`config.mk`:
```
export PLATFORM = sky130hd
export DESIGN_NAME = tp_fu_seq
export DESIGN_NICKNAME = d
export VERILOG_FILES = /design/src/rtl/tp_fu_seq.sv
export SDC_FILE = /design/constraint.sdc
export NUM_CORES = 1
export LEC_CHECK = 0
export CORE_AREA = 2 2 319 321
export DETAILED_ROUTE_END_ITERATION = 16
export DIE_AREA = 0 0 321 323
export PLACE_DENSITY = 0.78
export SKIP_LAST_GASP = 1
export SLEW_MARGIN = 20
export SYNTH_ARGS = -nofsm -noshare
export SYNTH_HDL_FRONTEND = slang
export SYNTH_SLANG_ARGS = --single-unit
```
`constraint.sdc`:
```
create_clock -name clk -period 3.32 [get_ports clk]
set_clock_uncertainty 0.05 [all_clocks]
set_input_delay 0.664 -clock clk [delete_from_list [all_inputs] [get_ports clk]]
set_output_delay 0.664 -clock clk [all_outputs]
set_load 0.02 [all_outputs]
```
`src/rtl/tp_fu_seq.sv`:
```
// Instruction sequencer for a functional unit: replays a loaded program
// prog_len words x iter times back-to-back, then drains FU_LATENCY cycles.
module tp_fu_seq #(
  parameter int INST_WIDTH     = 24,
  parameter int IMEM_ADDR_BITS = 6,
  parameter int FU_LATENCY     = 3
) (
  input  logic                      clk,
  input  logic                      rst,
  input  logic                      ld_en,
  input  logic [IMEM_ADDR_BITS-1:0] ld_addr,
  input  logic [INST_WIDTH-1:0]     ld_data,
  input  logic                      start,
  input  logic [IMEM_ADDR_BITS:0]   prog_len,
  input  logic [7:0]                iter,
  input  logic                      abort,
  output logic [INST_WIDTH-1:0]     inst,
  output logic                      inst_valid,
  output logic [IMEM_ADDR_BITS-1:0] pc,
  output logic                      busy,
  output logic                      done
);

  localparam int LW    = IMEM_ADDR_BITS + 1;
  localparam int DEPTH = 1 << IMEM_ADDR_BITS;
  localparam int DW    = (FU_LATENCY > 1) ? $clog2(FU_LATENCY) : 1;
  localparam logic [DW-1:0] DRAIN_INIT = DW'(FU_LATENCY - 1);
  localparam logic [LW-1:0] MAX_LEN    = LW'(DEPTH);

  typedef enum logic [1:0] {S_IDLE, S_RUN, S_DRAIN, S_DONE} state_t;

  state_t                    r_state, w_state_nx;
  logic [INST_WIDTH-1:0]     r_inst, w_inst_nx;
  logic                      r_valid, w_valid_nx;
  logic [IMEM_ADDR_BITS-1:0] r_pc, w_pc_nx;
  logic [LW-1:0]             r_len, w_len_nx;
  logic [7:0]                r_iter, w_iter_nx;
  logic [DW-1:0]             r_drain, w_drain_nx;
  logic                      r_last, w_last_nx;

  logic [INST_WIDTH-1:0] r_imem [DEPTH];

  logic [LW-1:0] w_len_clamped;
  logic          w_pc_end;
  logic [7:0]    w_iter_dec;

  assign w_len_clamped = (prog_len > MAX_LEN) ? MAX_LEN : prog_len;
  assign w_pc_end      = (LW'(r_pc) == (r_len - LW'(1)));
  // r_iter counts iterations remaining after the current one; it steps when
  // a fresh iteration begins (address 0 issued from RUN).
  assign w_iter_dec    = (r_pc == '0) ? (r_iter - 8'd1) : r_iter;

  always_ff @(posedge clk) begin
    if (ld_en && (r_state == S_IDLE)) begin
      r_imem[ld_addr] <= ld_data;
    end
  end

  always_ff @(posedge clk) begin
    if (rst) begin
      r_state <= S_IDLE;
      r_inst  <= '0;
      r_valid <= 1'b0;
      r_pc    <= '0;
      r_len   <= '0;
      r_iter  <= '0;
      r_drain <= '0;
      r_last  <= 1'b0;
    end else begin
      r_state <= w_state_nx;
      r_inst  <= w_inst_nx;
      r_valid <= w_valid_nx;
      r_pc    <= w_pc_nx;
      r_len   <= w_len_nx;
      r_iter  <= w_iter_nx;
      r_drain <= w_drain_nx;
      r_last  <= w_last_nx;
    end
  end

  always_comb begin
    w_state_nx = r_state;
    w_inst_nx  = '0;
    w_valid_nx = 1'b0;
    w_pc_nx    = r_pc;
    w_len_nx   = r_len;
    w_iter_nx  = r_iter;
    w_drain_nx = r_drain;
    w_last_nx  = r_last;
    case (r_state)
      S_IDLE: begin
        if (start) begin
          if ((w_len_clamped == '0) || (iter == 8'd0)) begin
            w_state_nx = S_DONE;
          end else begin
            w_inst_nx  = r_imem[0];
            w_valid_nx = 1'b1;
            w_pc_nx    = (w_len_clamped == LW'(1)) ? '0 : IMEM_ADDR_BITS'(1);
            w_len_nx   = w_len_clamped;
            w_iter_nx  = iter - 8'd1;
            w_last_nx  = (w_len_clamped == LW'(1)) && (iter == 8'd1);
            w_state_nx = S_RUN;
          end
        end
      end
      S_RUN: begin
        // r_last marks that the word now on inst is the final one.
        if (abort || r_last) begin
          w_drain_nx = DRAIN_INIT;
          w_last_nx  = 1'b0;
          w_state_nx = S_DRAIN;
        end else begin
          w_inst_nx  = r_imem[r_pc];
          w_valid_nx = 1'b1;
          w_iter_nx  = w_iter_dec;
          w_pc_nx    = w_pc_end ? '0 : (r_pc + IMEM_ADDR_BITS'(1));
          w_last_nx  = w_pc_end && (w_iter_dec == 8'd0);
        end
      end
      S_DRAIN: begin
        if (r_drain == '0) begin
          w_state_nx = S_DONE;
        end else begin
          w_drain_nx = r_drain - DW'(1);
        end
      end
      S_DONE: begin
        w_state_nx = S_IDLE;
      end
      default: begin
        w_state_nx = S_IDLE;
      end
    endcase
  end

  assign inst       = r_inst;
  assign inst_valid = r_valid;
  assign pc         = r_pc;
  assign busy       = (r_state != S_IDLE);
  assign done       = (r_state == S_DONE);

endmodule

```
Word-level counts from Yosys, hierarchy flattened
Memories as Yosys holds them, arrays and structs flattened. A register that Yosys moved wholly into a read port is not among the register bits.
Index checks and enable logic that the tools add are counted.
Storage, ports and cells
  input port bits: 50
  memories: 1
  logic and storage cells: 82
  bits in writable memories: 1536
  flip-flop bits (word level): 51
  output and inout port bits: 33
Memories
  r_imem: depth 64, bits a word 24, read ports 2, clocked after memory_dff 1, write ports 1, RTL line 41  | logic [INST_WIDTH-1:0] r_imem [DEPTH];
Operators by class
  mux-type cells: 35
  $add $sub $neg: 5
  reduce and logical (&&, ||, !) cells: 19
  bitwise logic cells: 1
  equal/unequal tests: 12
  order comparisons: 1
Operator list (number)
  24-bit two-way mux: 3
  24-bit case mux with 2 select lines: 1
  6-bit two-way mux: 6
  8-bit two-way mux: 4
  8-bit logical NOT: 2
  8-bit case mux with 2 select lines: 1
  8-bit by 1-bit subtractor with 8-bit output (second input constant): 2
  2-bit inequality test (second input constant): 6
  6-bit case mux with 2 select lines: 1
  3-bit AND reduction: 4
  2-bit two-way mux: 5
  1-bit two-way mux: 9
  8-bit by 1-bit == test with 1-bit output (second input constant): 1
  2-bit case mux with 4 select lines: 1
  6-bit by 7-bit == test with 1-bit output: 1
  7-bit by 1-bit == test with 1-bit output (second input constant): 1
  7-bit > comparator (second input constant): 1
  7-bit logical NOT: 1
  7-bit two-way mux: 1
  7-bit by 1-bit subtractor with 7-bit output (second input constant): 1
  6-bit by 1-bit adder with 6-bit output (second input constant): 1
  6-bit logical NOT: 1
  2-bit nonzero test: 3
  2-bit == test (second input constant): 2
  other kinds (9): 14

Longest topological paths before layout
  depth in word-level cells: 9
  depth in mapped cells: 11
  mapped depth without buffers: 8

Worst setup path after synthesis
Ideal clock, no wire load.
  kind: input port to flip-flop
  from: in ld_addr[3]
  to: mem r_imem[13][0] (enable)
  library setup time: 0.405 ns
  stages on the path: 4
  data arrival time: 2.562 ns
  path buffers: 2
  path slack: 0.303 ns
  data required time: 2.865 ns
  path through: clkbuf_1 > or3b_2 > clkbuf_1 > nor2_1
RTL lines
  start: declaration: RTL line 11  | input logic [IMEM_ADDR_BITS-1:0] ld_addr,
  end: declaration: RTL line 41
Straight into the memory's write port.

==> impl_results.md <==
- Mux cell area share after synthesis: 16.3%
- Fin. max-slew vios: 0
- Residual DRC: 0
- TritonCTS Buffers: 156
- Critical-path cell list: buf_12 > buf_4 > mux4_2 > mux2i_1 > a2111oi_0 > buf_4 > a221o_1
- Antenna Nets Post-Route: 0
- Post-route setup slack: 0.253 ns
- Max-cap violations: 0
- Area delta synth->final: 15.5%
- Multi-input gate area: between 0.01 and 0.015 mm²
- TritonRoute pass-1 iters: 5
- Yosys top cell area share: between 70 and 80%
- Reg2reg path depth: 7
- VDD IR max: about 0.53 mV
- Remaining global-route overflow: 0
- Reg-to-reg setup timing slack: roughly 0.25 ns
- Layout cells sized above 1: between 20% and 30%
- Worst Path Required: 3.91 ns
- Clock Sinks: roughly 1.6k
- DRT iter0 DRCs: 4,483
- Post-layout minimum cycle time: between 3 and 4 ns
- Rel. slew slack: 34.2%
- Lkg Pwr: approximately 22 nW
- Ys async rst share: 0%
- Worst-path fanout max: 25
- RR Endpoint: inst[15]
- Final Hold Vio Count: 0
- Top post-synthesis cells by area: edfxtp_1 75%, mux4_2 14%, mux2i_1 2.5%
- Largest area contributor in the netlist: edfxtp_1
- Synth Area in Compound Gates: ~3.2%
- Routed vias: approximately 32k
- Die width: between 300 and 400 µm
- Synth Area in XOR/XNOR: 0.171%
- CP Class: reg2reg
- Routability cong.: about 0.96
- Root buf cell: clkbuf_16
- Smallest hold slack: 0.257 ns
- Synth Flop Type: edfxtp_1
- Gr usage total: between 30% and 40%
- Reg clk slew, reported paths: 0.06 ns
- Syn avg cell area: between 20 and 25 µm²
- Port Buffers: 82
- Period utilization: between 90% and 100%
- Largest family of logic cells by synthesized area: multiplexers
- Power Dens Cells: 667 mW/mm²
- Post-synthesis sequential area ratio: 76.8%
- H-tree levels: 4
- Slowest CP cell: mux2i_1
- Yosys cell types: 65
- Outcome: completed
- Startpoint class of the critical path: flip-flop
- Setup_tns: 0 ns
- Post-synthesis simple-gate area fraction: 1.95%
- Mean routed wirelength per cell: 35.1 µm
- Synth Instances: 2,847
- Worst Hold Depth: 1
- Antenna violations before repair: 9
- Die area: just over 0.1 mm²
- Die H: 323 µm
- Hold_sp: ld_data[1]
- Arrival time worst endpoint: between 3 and 4 ns
- Placed wire-length estimate: just under 100,000 µm
- Largest net degree at the start of global routing: 78
- Worst hold path class: in2reg
- Hold EP: r_imem[8][1]
- RSZ-0062 raised after global routing: no
- Post-synth EDFFs: 1,536
- Yosys reg bits: 1,593
- Most used cell, CP: buf_4
- Drt via density: between 6 and 7
- Site row count: 117
- CTS Hold Bufs: 0
- Worst slack, placed: ~0.025 ns
- Cell area after synthesis: about 0.06 mm²
- Post-synthesis adder-cell area fraction: less than 1%
- Post-Route WL: 162,000 µm
- Register area: between 0.04 and 0.05 mm²
- CORE AREA: between 0.1 and 0.15 mm²
- Worst Tran Pin Value: 0.986 ns
- Worst path max stage delay: 0.58 ns
- Resized cells post-CTS: 0
- Yosys warns: 0
- # nets final: 3,233
- Number of global-route vias before repair: 32.0k
- Post-CTS Setup Repair Bufs: 0
- Initial Utilization: roughly three fifths
- Fmax: roughly 0.33 GHz
- I/O pins: 83
- Final Core Density: between 70% and 80%
- Worst-Skew Late Latency: 0.77 ns
- Crit. End Element: flip-flop
- FILL cells: about 5.7k
- CTS tree: built
- First-pass GRT wire length: ~230,000 µm
- Setup violators final: 0
- Mapped Nets: 2,909
- Clock buffer depth: 3
==> per-stage QoR <==
stage	cells	power (mW)	area [µm²]
floorplan	2847	27.4	61500
global placement	4322	30.0	66100
detailed placement	4322	30.2	66100
CTS	4606	47.6	71100
global route	4606	48.6	71100
finish	4611	47.4	71100
==> power breakdown <==
group          internal (mW)  leakage (nW)  total, mW  switching [mW]
combinational           3.25          5.13       7.28            4.03
sequential              22.3          14.3       22.6           0.320
clock                   10.0          2.44       17.5            7.47
==> layer usage <==
| layer | share of wire, % | global-route usage, % | vias up | wire length [µm] |
|---|---|---|---|---|
| li1 | - | - | 12700 | - |
| met1 | 36 | 42.8 | 16800 | 58600 |
| met2 | 49 | 50.5 | 2127 | 78500 |
| met3 | 10 | 6.94 | 340 | 16600 |
| met4 | 4.9 | 14.3 | 12 | 7990 |
| met5 | 0.043 | 0 | - | 69 |
==> critical path, delay by kind of cell (launching register included) <==
family | cells | cell delay, ns
multiplexers | 2 | 0.97
flip-flops | 1 | 0.53
buffers and inverters | 3 | 0.85
AO/OA/AOI/OAI | 2 | 0.49
==> logic make-up (layout without fill, tap and decap cells) <==
| group | count (synthesis) | count (layout) |
|---|---|---|
| compound gates | 284 | 284 |
| xor+xnor | 12 | 12 |
| fa+ha+maj | 12 | 12 |
| buf+inv | 178 | 628 |
| flops | 1593 | 1593 |
| mux | 533 | 533 |
| other cells | 0 | 5 |
| simple gates | 235 | 235 |
==> cells in the mapped netlist (5+ instances only) <==
library cell / count
buf_2: 77
nand4b_1: 5
mux2_2: 8
nor2_1: 91
nor3_1: 15
a221oi_1: 21
a22oi_1: 91
o31ai_1: 6
a31oi_1: 22
a21oi_1: 50
a211oi_1: 5
inv_1: 21
xor2_1: 5
nand3_1: 14
and2_1: 9
edfxtp_1: 1536
mux2i_1: 152
or3_1: 6
nor2b_1: 7
a221o_1: 18
mux4_2: 373
nand2_1: 40
dfxtp_1: 57
nand3b_1: 12
xnor2_1: 7
clkbuf_1: 58
nand2b_1: 6
buf_4: 14
ha_1: 12
o21ai_0: 52
==> sequential cells by signal, summed over array words and instances, names as in the netlist, named ones only <==
register and cells:
r_imem 1536, inst 24, r_iter 8, r_len 7
pc 6, r_drain 2, r_state 2, inst_valid 1
r_last 1
==> layout make-up <==
| type | count | area share, % |
|---|---|---|
| Multi-Input combinational cell | 1076 | 19.1 |
| Timing Repair Buffer | 323 | 4.87 |
| Clock buffer | 199 | 5.81 |
| Tap cell | 1309 | 2.30 |
| Inverter | 21 | 0.111 |
| Clock inverter | 85 | 1.29 |
| Antenna cell | 5 | 0.0176 |
| Sequential cell | 1593 | 66.5 |
==> how the worst max path moves through the flow <==
stage / start / to / slack [ns] / depth (start not counted)
2_1_floorplan: ld_addr[3] / r_imem[13][0] / 0.30 / 4
3_3_place_gp: iter[3] / inst[18] / 0.07 / 7
3_5_place_dp: iter[3] / inst[17] / 0.02 / 8
4_1_cts: r_state[0] / busy / 0.23 / 4
5_1_grt: r_state[0] / busy / 0.18 / 4
6_report: flip-flop / inst[15] / 0.25 / 7
==> cell usage in the layout, fill, tap and decap left out, types with 21 or more instances in the layout <==
cell type        Yosys  routed
a22oi_1             91      91
clkinv_1             0      27
a31oi_1             22      22
buf_12               0      76
nor2_1              91      26
a221oi_1            21      21
clkbuf_1            58      40
inv_1               21      21
a21oi_1             50      50
clkbuf_16            0     159
nand2_1             40      40
clkdlybuf4s50_1      0      58
buf_2               77      23
mux2i_1            152     152
o21ai_0             52      52
buf_4               14     166
nor2_2               0      65
mux4_2             373     373
dfxtp_1             57      53
edfxtp_1          1536    1536
clkinv_2             0      23
Power figures use the tool's default switching activity.
